--- config.mk ---
export PLATFORM = sky130hd
export DESIGN_NAME = cond_logic
export DESIGN_NICKNAME = d
export VERILOG_FILES = /design/src/rtl/cpu_pkg.sv /design/src/rtl/cond_check.sv /design/src/rtl/cond_logic.sv
export SDC_FILE = /design/constraint.sdc
export NUM_CORES = 1
export LEC_CHECK = 0
export CAP_MARGIN = 20
export CORE_AREA = 2 2 39 41
export CTS_CLUSTER_DIAMETER = 120
export CTS_CLUSTER_SIZE = 40
export DETAILED_ROUTE_END_ITERATION = 16
export DIE_AREA = 0 0 41 43
export PLACE_DENSITY_LB_ADDON = 0.1
export SLEW_MARGIN = 20
export SYNTH_ARGS = -nofsm -noshare
export SYNTH_HDL_FRONTEND = slang
export SYNTH_SLANG_ARGS = --single-unit
export TNS_END_PERCENT = 5
--- constraint.sdc ---
create_clock -name clk -period 2.52 [get_ports clk]
set_input_delay 0.63 -clock clk [delete_from_list [all_inputs] [get_ports clk]]
set_output_delay 0.63 -clock clk [all_outputs]
set_load 0.01 [all_outputs]
--- src/rtl/cpu_pkg.sv ---
// ============================================================================
// cpu_pkg : shared condition-code, NZCV index and FlagW definitions
// Revision: 1.0
// ============================================================================
`default_nettype none

package cpu_pkg;

    localparam logic [3:0] COND_EQ = 4'b0000;
    localparam logic [3:0] COND_NE = 4'b0001;
    localparam logic [3:0] COND_CS = 4'b0010;
    localparam logic [3:0] COND_CC = 4'b0011;
    localparam logic [3:0] COND_MI = 4'b0100;
    localparam logic [3:0] COND_PL = 4'b0101;
    localparam logic [3:0] COND_VS = 4'b0110;
    localparam logic [3:0] COND_VC = 4'b0111;
    localparam logic [3:0] COND_HI = 4'b1000;
    localparam logic [3:0] COND_LS = 4'b1001;
    localparam logic [3:0] COND_GE = 4'b1010;
    localparam logic [3:0] COND_LT = 4'b1011;
    localparam logic [3:0] COND_GT = 4'b1100;
    localparam logic [3:0] COND_LE = 4'b1101;
    localparam logic [3:0] COND_AL = 4'b1110;
    localparam logic [3:0] COND_NV = 4'b1111;

    localparam int FLAG_N = 3;
    localparam int FLAG_Z = 2;
    localparam int FLAG_C = 1;
    localparam int FLAG_V = 0;

    // Bit 1 selects the N,Z half; bit 0 selects the C,V half.
    typedef struct packed {
        logic nz;
        logic cv;
    } flagw_t;

endpackage

`default_nettype wire

--- src/rtl/cond_check.sv ---
// ============================================================================
// cond_check : combinational evaluation of a 4-bit condition against NZCV
// Revision: 1.0
// ============================================================================
`default_nettype none

module cond_check
    import cpu_pkg::*;
(
    input  logic [3:0] Cond,
    input  logic [3:0] Flags,
    output logic       CondEx
);

    logic w_n;
    logic w_z;
    logic w_c;
    logic w_v;

    assign w_n = Flags[FLAG_N];
    assign w_z = Flags[FLAG_Z];
    assign w_c = Flags[FLAG_C];
    assign w_v = Flags[FLAG_V];

    always_comb begin
        CondEx = 1'b1;
        case (Cond)
            COND_EQ: CondEx = w_z;
            COND_NE: CondEx = ~w_z;
            COND_CS: CondEx = w_c;
            COND_CC: CondEx = ~w_c;
            COND_MI: CondEx = w_n;
            COND_PL: CondEx = ~w_n;
            COND_VS: CondEx = w_v;
            COND_VC: CondEx = ~w_v;
            COND_HI: CondEx = w_c & ~w_z;
            COND_LS: CondEx = ~w_c | w_z;
            COND_GE: CondEx = (w_n == w_v);
            COND_LT: CondEx = (w_n != w_v);
            COND_GT: CondEx = ~w_z & (w_n == w_v);
            COND_LE: CondEx = w_z | (w_n != w_v);
            // NV is executed unconditionally, same as AL.
            default: CondEx = 1'b1;
        endcase
    end

endmodule

`default_nettype wire

--- src/rtl/cond_logic.sv ---
// ============================================================================
// cond_logic : NZCV flag register, condition check and commit strobe gating
// Revision: 1.0
// ============================================================================
`default_nettype none

module cond_logic
    import cpu_pkg::*;
#(
    parameter logic [3:0] RST_FLAGS = 4'b0000
) (
    input  logic       clk,
    input  logic       reset,
    input  logic       en,
    input  logic       flush,
    input  logic [3:0] Cond,
    input  logic [3:0] ALUFlags,
    input  logic [1:0] FlagW,
    input  logic       PCS,
    input  logic       RegW,
    input  logic       MemW,
    input  logic       NoWrite,
    output logic       PCSrc,
    output logic       RegWrite,
    output logic       MemWrite,
    output logic       CondEx,
    output logic [3:0] Flags
);

    logic [3:0] r_flags;
    logic       w_go;
    flagw_t     w_flagw;

    assign w_flagw = flagw_t'(FlagW);

    cond_check u_cond_check (
        .Cond   (Cond),
        .Flags  (r_flags),
        .CondEx (CondEx)
    );

    assign w_go = CondEx & en & ~flush & ~reset;

    assign PCSrc    = PCS & w_go;
    assign RegWrite = RegW & ~NoWrite & w_go;
    assign MemWrite = MemW & w_go;
    assign Flags    = r_flags;

    // Every flag write is qualified by w_go so stalled or killed slots cannot disturb NZCV.
    always_ff @(posedge clk) begin
        if (reset) begin
            r_flags <= RST_FLAGS;
        end else if (w_go) begin
            if (w_flagw.nz) begin
                r_flags[FLAG_N] <= ALUFlags[FLAG_N];
                r_flags[FLAG_Z] <= ALUFlags[FLAG_Z];
            end
            if (w_flagw.cv) begin
                r_flags[FLAG_C] <= ALUFlags[FLAG_C];
                r_flags[FLAG_V] <= ALUFlags[FLAG_V];
            end
        end
    end

endmodule

`default_nettype wire

==> results.sh <==
export IMPL_outcome="complete, but fails checks"
export IMPL_violations="setup timing"
export IMPL_yosysWarnings=0
export IMPL_die_area_mm2=0.00176
export IMPL_grt_util_all_layers_pct=12.9
export IMPL_placementRows=14
export IMPL_cts_tree="built"
export IMPL_period_share_pct=101
export IMPL_period_minus_slack_ps=2540
export IMPL_dp_hpwl_um=811
export IMPL_largest_reg_flops=4
export IMPL_grt_pass1_vias=370
export IMPL_p_leak_nw=0.335
export IMPL_required_ps=1890
export IMPL_hold_buffers=0
export IMPL_crit_fanout=4
export IMPL_grt_antenna_before_repair=0
export IMPL_clock_fmax_mhz=394
export IMPL_fin_total_pwr_mw=0.228
export IMPL_synth_fp_nets=55
export IMPL_maxCapViolations=0
export IMPL_clk_pin_slew_ps=30
export IMPL_mostFrequentLayoutCell="clkdlybuf4s50_1"
export IMPL_end_kind="primary output"
export IMPL_die_h_um=43
export IMPL_postLayoutCellArea_um2=758
export IMPL_area_delta_synth_final_pct=114
export IMPL_cts_buffer_depth=2
export IMPL_arrival_ps=1910
export IMPL_start_kind="primary input"
export IMPL_rsz0062_at_grt="yes"
export IMPL_htree_num_levels=1
export IMPL_numCtsBuffers=3
export IMPL_setup_viol=3
export IMPL_drt_first_pass_iters=2
export IMPL_min_path_type="reg -> reg"
export IMPL_num_vias=425
export IMPL_ys_ff_latch=4
export IMPL_hold_slack_ps=667
export IMPL_synth_cells=37
export IMPL_wl_per_cell_um=10.8
export IMPL_tns_ps=-33.0
export IMPL_wl_um=1010
export IMPL_synth_top_area_share_pct=22.6
export IMPL_synth_area_leader_cell="dfxtp_1"
export IMPL_timing_final_hold_violations=0
export IMPL_drv_slew=0
export IMPL_portBuffers=25
export IMPL_drive_above_1_share_pct=44.2
export IMPL_coreArea_mm2=0.00138
export IMPL_vias_per_cell=4.57
export IMPL_drtIter0Drc=3
export IMPL_cts_root_buffer="clkbuf_4"
export IMPL_drtAntennaViolNets=0
export IMPL_ys_seq_area_share_pct=22.6
export IMPL_start_util_pct=25.6
export IMPL_maxSlewHeadroom_pct=81.3
export IMPL_cts_sinks=4
export IMPL_grt_max_degree=9
export IMPL_die_x_um=41
export IMPL_ir_drop_uv=240
export IMPL_worst_pin_slew_ps=276
export IMPL_grt_pass1_wl_um=1530
export IMPL_n_antenna_cell=0
export IMPL_fin_ws_ps=-19.6
export IMPL_place_ws_ps=-892
export IMPL_globalplace_congestion=0.626
export IMPL_placed_cell_area_um2=707
export IMPL_synth_avg_cell_area_um2=9.57
export IMPL_grt_overflow=0
export IMPL_nets=97
export IMPL_synth_area_um2=354
export IMPL_ios=26
export IMPL_ys_top_cells_by_area="dfxtp_1, mux2_2, nor2b_1"
export IMPL_ys_types=19
export IMPL_timing_worst_setup_path_type="in -> out"
export IMPL_clock_latency_ps=230
export IMPL_drc=0
export IMPL_most_common_layout_cells="clkdlybuf4s50_1, buf_4, nor2b_1"
export IMPL_power_per_cell_area_mw_per_mm2=301
export IMPL_skew_ps=1.77
-- final cells by class --
type / count / area, um2
well taps: 16 / 20.0
clock buffers: 3 / 22.5
fillers: 129 / 626
repair buffers: 37 / 319
multi-input cells: 33 / 317
flip-flops and latches: 4 / 80.1
-- critical path, cell delays in order --
cell and delay (ps):
buf_8 70, mux2i_1 200, xor2_1 200, o32ai_2 120, or3_4 380, and4b_1 180
buf_2 130
-- cell usage after synthesis --
cell type / count
nor2b_1: 5
dfxtp_1: 4
mux2_2: 4
xnor2_1: 3
and3_1: 2
mux2i_1: 2
nand3b_1: 2
o311ai_1: 2
or3_1: 2
xor2_1: 2
a21boi_2: 1
a22oi_2: 1
and3b_1: 1
and4b_1: 1
nand2_1: 1
nor3b_1: 1
o21ai_0: 1
o32ai_1: 1
or3b_2: 1
-- cell families after synthesis --
family	share of synthesized area (%)
AND/OR/NAND/NOR	31.1
flip-flops	22.6
multiplexers	18.4
AO/OA/AOI/OAI	15.5
XOR/XNOR	12.4
-- report_power, final --
group          internal (mW)  total [mW]  switching (mW)
Sequential            0.0653      0.0678         0.00248
Clock                 0.0530      0.0754          0.0224
Combinational         0.0569      0.0846          0.0277
Total                  0.175       0.228          0.0526
-- through the flow --
stage / cells / util [%]
2_1_floorplan: 37 / -
3_3_place_gp: 89 / 51.1
3_5_place_dp: 89 / 51.1
4_1_cts: 93 / 52.5
5_1_grt: 93 / 54.8
6_report: 93 / 54.8
-- path summary, 6_finish.rpt --
kind | to | depth (start not counted) | slack (ps) | start
setup / recovery | RegWrite | 7 | -20 | Cond[1]
hold / removal | Flags[1] | 2 | 670 | Flags[1]
setup reg to reg | Flags[3] | 8 | 520 | Flags[3]
hold reg to reg | Flags[1] | 2 | 670 | Flags[1]
-- per-layer routing --
metal	up-vias	global-route usage (%)	share of wire [%]
met5	-	0	0
met2	7	19.1	55
met3	0	3.14	3.5
met4	0	8.00	0
met1	195	15.8	41
li1	223	-	-
-- repair_timing --
| action | CTS | global route |
|---|---|---|
| setup endpoints to repair | 4 | 4 |
| pin swaps | 8 | 6 |
| gates resized for setup | 33 | 9 |
| buffers inserted | 1 | 0 |
| cloned | 0 | 0 |
Power figures use the tool's default switching activity.
